File: src/rtl/disp_signed_dec_seq.sv
// Sequential binary-to-decimal 7-segment display driver.
// Iterative shift-add-3 conversion (one operand bit per clock), optional
// two's complement input, leading-zero blanking, floating minus sign and
// overflow indication. Segment outputs are active-low, bit6=g .. bit0=a.
module disp_signed_dec_seq #(
  parameter int WIDTH  = 8,
  parameter int DIGITS = 4
) (
  input  logic                  clk,
  input  logic                  rst_n,
  input  logic                  start_i,
  input  logic [WIDTH-1:0]      bin_i,
  input  logic                  sgn_i,
  input  logic                  enable_i,
  output logic [7*DIGITS-1:0]   segs_o,
  output logic                  busy_o,
  output logic                  done_o,
  output logic                  ovf_o
);

  localparam int BCDW = 4 * DIGITS;
  localparam int CW   = $clog2(WIDTH);

  localparam logic [1:0] ST_IDLE  = 2'd0;
  localparam logic [1:0] ST_SHIFT = 2'd1;
  localparam logic [1:0] ST_DONE  = 2'd2;

  localparam logic [6:0] SEG_MINUS = 7'h3F;
  localparam logic [6:0] SEG_BLANK = 7'h7F;

  logic [1:0]          state_q;
  logic                sign_q;
  logic [WIDTH-1:0]    mag_q;
  logic [BCDW-1:0]     bcd_q;
  logic                carry_q;
  logic [CW-1:0]       bitcnt_q;
  logic                busy_q;
  logic                done_q;
  logic                ovf_q;
  logic [7*DIGITS-1:0] disp_q;

  logic                neg_s;
  logic [BCDW-1:0]     bcd_adj_s;
  logic [BCDW-1:0]     bcd_shift_s;
  logic [WIDTH-1:0]    mag_shift_s;
  logic [DIGITS-1:0]   nz_s;
  logic [DIGITS-1:0]   show_s;
  logic [DIGITS-1:0]   show_prev_s;
  logic                acc_s;
  logic                ovf_fmt_s;
  logic [7*DIGITS-1:0] disp_fmt_s;

  // Seven-segment glyph for one BCD digit (active-low).
  function automatic logic [6:0] seg_enc(input logic [3:0] d);
    logic [6:0] s;
    case (d)
      4'd0:    s = 7'h40;
      4'd1:    s = 7'h79;
      4'd2:    s = 7'h24;
      4'd3:    s = 7'h30;
      4'd4:    s = 7'h19;
      4'd5:    s = 7'h12;
      4'd6:    s = 7'h02;
      4'd7:    s = 7'h78;
      4'd8:    s = 7'h00;
      4'd9:    s = 7'h18;
      default: s = 7'h7F;
    endcase
    return s;
  endfunction

  // Double-dabble correction: every nibble >= 5 gets +3 before the shift.
  function automatic logic [BCDW-1:0] add3(input logic [BCDW-1:0] b);
    logic [BCDW-1:0] r;
    for (int k = 0; k < DIGITS; k++) begin
      if (b[4*k +: 4] >= 4'd5) begin
        r[4*k +: 4] = b[4*k +: 4] + 4'd3;
      end else begin
        r[4*k +: 4] = b[4*k +: 4];
      end
    end
    return r;
  endfunction

  // Operand sign/magnitude split and one shift-add-3 step of the engine.
  always_comb begin
    neg_s       = sgn_i & bin_i[WIDTH-1];
    bcd_adj_s   = add3(bcd_q);
    bcd_shift_s = {bcd_adj_s[BCDW-2:0], mag_q[WIDTH-1]};
    mag_shift_s = {mag_q[WIDTH-2:0], 1'b0};
  end

  // Result formatting: blank above the top nonzero digit, floating minus, overflow.
  always_comb begin
    acc_s      = 1'b0;
    nz_s       = '0;
    show_s     = '0;
    disp_fmt_s = '1;
    for (int k = DIGITS - 1; k >= 0; k--) begin
      nz_s[k]   = |bcd_q[4*k +: 4];
      acc_s     = acc_s | nz_s[k];
      show_s[k] = acc_s;
    end
    // Digit 0 is always shown so a zero result reads '0'.
    show_s[0]   = 1'b1;
    show_prev_s = {show_s[DIGITS-2:0], 1'b0};
    ovf_fmt_s   = carry_q | (sign_q & nz_s[DIGITS-1]);
    for (int k = 0; k < DIGITS; k++) begin
      if (ovf_fmt_s) begin
        disp_fmt_s[7*k +: 7] = SEG_MINUS;
      end else if (show_s[k]) begin
        disp_fmt_s[7*k +: 7] = seg_enc(bcd_q[4*k +: 4]);
      end else if (sign_q && show_prev_s[k]) begin
        disp_fmt_s[7*k +: 7] = SEG_MINUS;
      end else begin
        disp_fmt_s[7*k +: 7] = SEG_BLANK;
      end
    end
  end

  // Conversion FSM and held display/status registers.
  always_ff @(posedge clk) begin
    if (!rst_n) begin
      state_q  <= ST_IDLE;
      sign_q   <= 1'b0;
      mag_q    <= '0;
      bcd_q    <= '0;
      carry_q  <= 1'b0;
      bitcnt_q <= '0;
      busy_q   <= 1'b0;
      done_q   <= 1'b0;
      ovf_q    <= 1'b0;
      disp_q   <= '1;
    end else begin
      case (state_q)
        ST_IDLE: begin
          done_q <= 1'b0;
          if (start_i) begin
            sign_q   <= neg_s;
            mag_q    <= neg_s ? (~bin_i + {{(WIDTH-1){1'b0}}, 1'b1}) : bin_i;
            bcd_q    <= '0;
            carry_q  <= 1'b0;
            busy_q   <= 1'b1;
            bitcnt_q <= CW'(WIDTH - 1);
            state_q  <= ST_SHIFT;
          end else begin
            state_q  <= ST_IDLE;
          end
        end
        ST_SHIFT: begin
          bcd_q    <= bcd_shift_s;
          mag_q    <= mag_shift_s;
          carry_q  <= carry_q | bcd_adj_s[BCDW-1];
          bitcnt_q <= bitcnt_q - CW'(1);
          if (bitcnt_q == '0) begin
            state_q <= ST_DONE;
          end else begin
            state_q <= ST_SHIFT;
          end
        end
        ST_DONE: begin
          disp_q  <= disp_fmt_s;
          ovf_q   <= ovf_fmt_s;
          done_q  <= 1'b1;
          busy_q  <= 1'b0;
          state_q <= ST_IDLE;
        end
        default: begin
          state_q <= ST_IDLE;
          busy_q  <= 1'b0;
          done_q  <= 1'b0;
        end
      endcase
    end
  end

  // Display enable gates the held result without touching it.
  always_comb begin
    if (enable_i) begin
      segs_o = disp_q;
    end else begin
      segs_o = '1;
    end
  end

  assign busy_o = busy_q;
  assign done_o = done_q;
  assign ovf_o  = ovf_q;

endmodule

File: config.mk
export PLATFORM = sky130hd
export DESIGN_NAME = disp_signed_dec_seq
export DESIGN_NICKNAME = d
export VERILOG_FILES = /design/src/rtl/disp_signed_dec_seq.sv
export SDC_FILE = /design/constraint.sdc
export NUM_CORES = 1
export LEC_CHECK = 0
export ABC_AREA = 1
export BUFFER_PORTS_ARGS = -buffer_cell sky130_fd_sc_hd__buf_2
export CORE_MARGIN = 3
export CORE_UTILIZATION = 41
export CTS_CLUSTER_DIAMETER = 50
export DETAILED_ROUTE_END_ITERATION = 12
export GPL_ROUTABILITY_DRIVEN = 0
export MAX_ROUTING_LAYER = met4
export PLACE_DENSITY_LB_ADDON = 0.05
export RECOVER_POWER = 25
export SLEW_MARGIN = 20
export SYNTH_ARGS = -nofsm -noshare
export SYNTH_HDL_FRONTEND = slang
export SYNTH_SLANG_ARGS = --single-unit
File: constraint.sdc
create_clock -name clk -period 2.1 [get_ports clk]
set_clock_uncertainty 0.05 [all_clocks]
set_input_delay 0.21 -clock clk [delete_from_list [all_inputs] [get_ports clk]]
set_output_delay 0.21 -clock clk [all_outputs]
set_load 0.01 [all_outputs]
## Yosys cells after proc, flatten, opt, wreduce, memory -nomap -nowiden

Memory sizes are Yosys's and may differ from the RTL's. A register that Yosys moved wholly into a read port is not among the register bits.
Cells that the tools add are included.

| cells by class | value |
|---|---|
| $add $sub $neg | 6 |
| $lt $le $gt $ge | 4 |
| eq/ne operators | 3 |
| multiplexer cells | 38 |
| bitwise operators | 8 |
| reductions and logical operators | 11 |

Operator list:

| cell | count |
|---|---|
| $mux W7 | 10 |
| $mux W4 | 12 |
| $pmux W16 S2 | 1 |
| $mux W28 | 1 |
| $add A4 B2 Y4 const B | 4 |
| $ge A4 B3 Y1 const B | 4 |
| $mux W16 | 1 |
| $mux W8 | 2 |
| $pmux W8 S2 | 1 |
| $reduce_or A4 Y1 | 3 |
| $add A8 B1 Y8 const B | 1 |
| $not A8 Y8 | 1 |
| $pmux W1 S2 | 3 |
| $pmux W3 S2 | 1 |
| $reduce_and A2 Y1 | 3 |
| $or A1 B1 Y1 | 4 |
| $pmux W2 S2 | 1 |
| $logic_not A3 Y1 | 1 |
| $mux W1 | 3 |
| $mux W3 | 1 |
| $sub A3 B1 Y3 const B | 1 |
| $and A1 B1 Y1 | 2 |
| $eq A2 B1 Y1 const B | 1 |
| $eq A2 B2 Y1 const B | 1 |
| 6 further kinds | 7 |

| word-level totals | value |
|---|---|
| flip-flop bits (word level) | 62 |
| memory bits (read-only) | 448 |
| bits of input ports | 13 |
| output and inout port bits | 31 |
| word-level logic and storage cells | 84 |
| memories | 4 |

Memory list:

| name | words | bits a word | rd ports | clocked after Yosys merged registers in | write ports | line | source |
|---|---|---|---|---|---|---|---|
| (name not given) | 16 | 7 | 1 | 1 | 0 | 56 | `case (d)` |
| (name not given) | 16 | 7 | 1 | 1 | 0 | 56 |  |
| (name not given) | 16 | 7 | 1 | 1 | 0 | 56 |  |
| (name not given) | 16 | 7 | 1 | 1 | 0 | 56 |  |

## Longest topological paths before layout

| depth | value |
|---|---|
| word-level depth | 7 |
| depth in mapped cells | 14 |
| gate-level depth less buffers | 14 |

## Worst setup path after synthesis

No wires, ideal clock.

| timing path | value |
|---|---|
| path kind | reg-to-reg |
| from | reg bcd_q[0] |
| to | reg (tool-made name) |
| setup time | 113 ps |
| arrival time | 1701 ps |
| required time | 1937 ps |
| path slack | 236 ps |
| cell stages (with the launch flop) | 14 |
| path buffers | 0 |
| period minus slack after synthesis | 1864 ps |
| cells stage by stage | dfxtp_1 -> inv_1 -> ha_1 -> inv_1 -> nand2_1 -> nand3_1 -> nand2_1 -> o22ai_2 -> inv_1 -> ha_1 -> nand3_1 -> nand2_1 -> nand2_1 -> nand2_1 |

RTL lines:

| what | line | source |
|---|---|---|
| start: declaration | 34 | `logic [BCDW-1:0] bcd_q;` |
| start signal: assignment | 151 | `bcd_q <= bcd_shift_s;` |

==> results.py <==
metrics = {
    "timing": {
        "setup_viol": 0,
        "setup_ws_ns": 0.1439,
        "hold_violations": 0,
        "min_period_over_period": 0.9315,
        "relSlewSlack": 0.6648,
        "fmax_mhz": 511.2,
        "fin_crit_ns": 1.956,
        "hold_ws_ns": 0.06453,
        "worst_pin_slew_ns": 0.5028,
        "finalMaxSlewViolations": 0,
    },
    "clocking": {
        "cts.clk_slew.worst_paths_ns": 0.09,
        "numCtsBuffers": 9,
        "clock_path_buffers": 2,
        "cts_tree": "built",
        "cts_max_level": 3,
        "cts_sinks": 90,
        "cts_root_buffer": "clkbuf_8",
        "clock_latency_ns": 0.38,
    },
    "placement": {
        "dp_cells": 807,
        "dp_hpwl_mm": 7.294,
        "dp_slack_ns": -0.06491,
        "io_buffers": 43,
    },
    "pwr": {
        "ir_drop_mv": 0.2619,
        "p_leak_nw": 2.648,
        "finalPower_mw": 3.155,
        "power_density_mw_per_mm2": 602.9,
    },
    "status": {
        "status": "completed",
    },
    "setup_path": {
        "crit_chain": "nand2_4 -> nand2_4 -> inv_4 -> nand2_4 -> inv_2 -> nand2_1 -> nand2_2 -> buf_4 -> ha_1 -> nand3b_1 -> nand3_1 -> nand2_1",
        "end_kind": "register",
        "worst-path-max-fanout": 14,
        "crit_buf_inv": 3,
        "setup.worst_path.class": "reg -> reg",
        "worst-endpoint-arrival_ns": 2.17,
        "cp.required_ns": 2.32,
        "cpMostUsedCell": "nand2_4",
        "slowest_delay_ns": 0.43,
        "cp_top_family": "simple AND/OR/NAND/NOR gates",
        "crit_slowest_cell": "dfxtp_1",
        "cp-start-kind": "register",
    },
    "die": {
        "ios": 44,
        "die_w_um": 111.6,
        "initial_core_util": 0.4313,
        "die_area_mm2": 0.01245,
        "core_mm2": 0.01060,
        "rows": 37,
        "die_h_um": 111.6,
    },
    "global_route": {
        "grt.total_usage": 0.1704,
        "grt_pass1_vias": 3612,
        "grt_overflow_total": 0,
        "antenna_found_initial": 0,
        "grt_max_degree": 42,
        "grt_pass1_wl_mm": 16.97,
    },
    "routing": {
        "post_drt_wl_per_cell_um": 12.22,
        "wl_met2_mm": 4.350,
        "final_antenna_net_count": 0,
        "via_per_inst": 4.800,
        "vias": 3965,
        "route.detailed.drc": 0,
        "dr.pass1.iters": 6,
        "routed_wl_mm": 10.09,
        "m1WireLength_mm": 5.063,
        "topRoutingLayerUsed": "met4",
        "drt_iter0_markers": 224,
        "met3_length_um": 460,
    },
    "synthesis": {
        "synth_warnings": 0,
        "synth_edf_count": 0,
        "syn_inst": 628,
        "synth.most_common_cell": "nand2_1",
        "ys_async_sr_fraction": 0,
        "synth_area_leaders": "dfxtp_1 (39%), nand2_1 (16%), ha_1 (9.0%)",
        "syn-num-nets": 674,
        "yosysTopAreaCell": "dfxtp_1",
        "synth_area_mm2": 0.004572,
        "synthTopCellsByCount": "nand2_1 (192), dfxtp_1 (90), inv_1 (82)",
        "ys_types": 35,
        "seq_area_frac_synth": 0.3941,
        "synth_top_area_frac": 0.3941,
        "synth_ff_type": "dfxtp_1",
        "ys_ff_latch": 90,
        "syn-mean-instance-area_um2": 7.280,
    },
    "finish": {
        "area_delta_synth_final_pct": 14.45,
        "insertedDiodeCount": 0,
        "fin_nets": 732,
        "layout-drive-gt1-share": 0.1536,
        "fin_cells": 826,
    },
    "worst_hold_path": {
        "hp-class": "in -> reg",
    },
    "flow_run": {
        "cap_violations": 0,
    },
}
[worst register-to-register path: stages, from the launching register on]
cell and delay [ns]:
dfxtp_1 0.43, nand2_4 0.11, nand2_4 0.08, inv_4 0.04, nand2_4 0.20, inv_2 0.10, nand2_1 0.10, nand2_2 0.08
buf_4 0.14, ha_1 0.16, nand3b_1 0.18, nand3_1 0.11, nand2_1 0.05
[final timing paths]
check	cells past startpoint	slack, ns	from	endpoint
hold reg to reg	2	0.40	register	disp_q[11]$_SDFFE_PN1P_
hold / removal	2	0.06	bin_i[0]	mag_q[0]$_SDFFE_PN0N_
setup reg to reg	12	0.14	state_q[0]$_SDFF_PN0_	register
setup / recovery	12	0.14	state_q[0]$_SDFF_PN0_	register
[logic make-up after synthesis]
group | after synthesis | share of synthesized area
compound gates | 96 | 0.1349
xor+xnor | 5 | 0.009578
flops | 90 | 0.3941
buf+inv | 109 | 0.09414
fa+ha+maj | 33 | 0.09031
simple gates | 295 | 0.2770
[layout by cell type (no fill, tap or decap), types with 2 or more instances in the layout]
cell type | synthesis | layout
nand2_1 | 192 | 191
dfxtp_1 | 90 | 87
inv_1 | 82 | 77
nand3_1 | 39 | 35
o21ai_0 | 33 | 33
ha_1 | 33 | 31
clkbuf_1 | 7 | 28
nor2_1 | 28 | 27
buf_4 | 0 | 21
o211ai_1 | 19 | 19
buf_2 | 9 | 17
a21oi_1 | 14 | 14
inv_2 | 9 | 12
clkbuf_8 | 0 | 11
o22ai_1 | 10 | 10
o21ai_2 | 9 | 8
nand2_2 | 8 | 8
nor3_1 | 8 | 8
nand4_1 | 7 | 7
nand3_2 | 1 | 5
xor2_1 | 5 | 5
nand3b_1 | 5 | 5
nand2_4 | 3 | 4
nor2_2 | 2 | 3
dfxtp_2 | 0 | 3
inv_4 | 1 | 2
o21ai_4 | 0 | 2
clkinv_2 | 0 | 2
o22ai_2 | 2 | 2
ha_2 | 0 | 2
[what timing repair did]
item                                    4_1_cts  5_1_grt
endpoints found under the setup margin        4       24
buffers inserted                              0        4
pin swaps                                     0        4
resized for setup                             1       20
hold buffers                                  0        0
[power breakdown]
part / switching [mW] / internal, mW / total [mW]
registers: 0.0238 / 1.75 / 1.78
clock network: 0.597 / 0.488 / 1.08
logic: 0.195 / 0.0968 / 0.292
total: 0.816 / 2.34 / 3.15
[area by class of cell]
class / instances / area [µm²]
fill: 1113 / 5369
multi-input combinational: 429 / 2394
sequential: 90 / 1805
inverter: 92 / 351.6
timing repair buffer: 64 / 340.3
tap: 136 / 170.2
clock buffer: 13 / 158.9
clock inverter: 2 / 12.51
[per-stage QoR]
step / instance area, µm² / setup TNS [ns] / utilization
after floorplan: 4572 / 0 / -
after global placement: 5005 / 0 / 0.4721
after detailed placement: 5005 / -0.1135 / 0.4721
after CTS: 5180 / 0 / 0.4886
after global routing: 5233 / -0.02075 / 0.4936
final: 5233 / 0 / 0.4936
[metal layers]
| metal | vias to the layer above | global-route usage |
|---|---|---|
| met5 | - | - |
| met2 | 84 | 0.2589 |
| met3 | 15 | 0.03370 |
| li1 | 2133 | - |
| met4 | 0 | 0.07380 |
| met1 | 1733 | 0.2209 |
No activity file was read; power rests on OpenSTA's default activity.
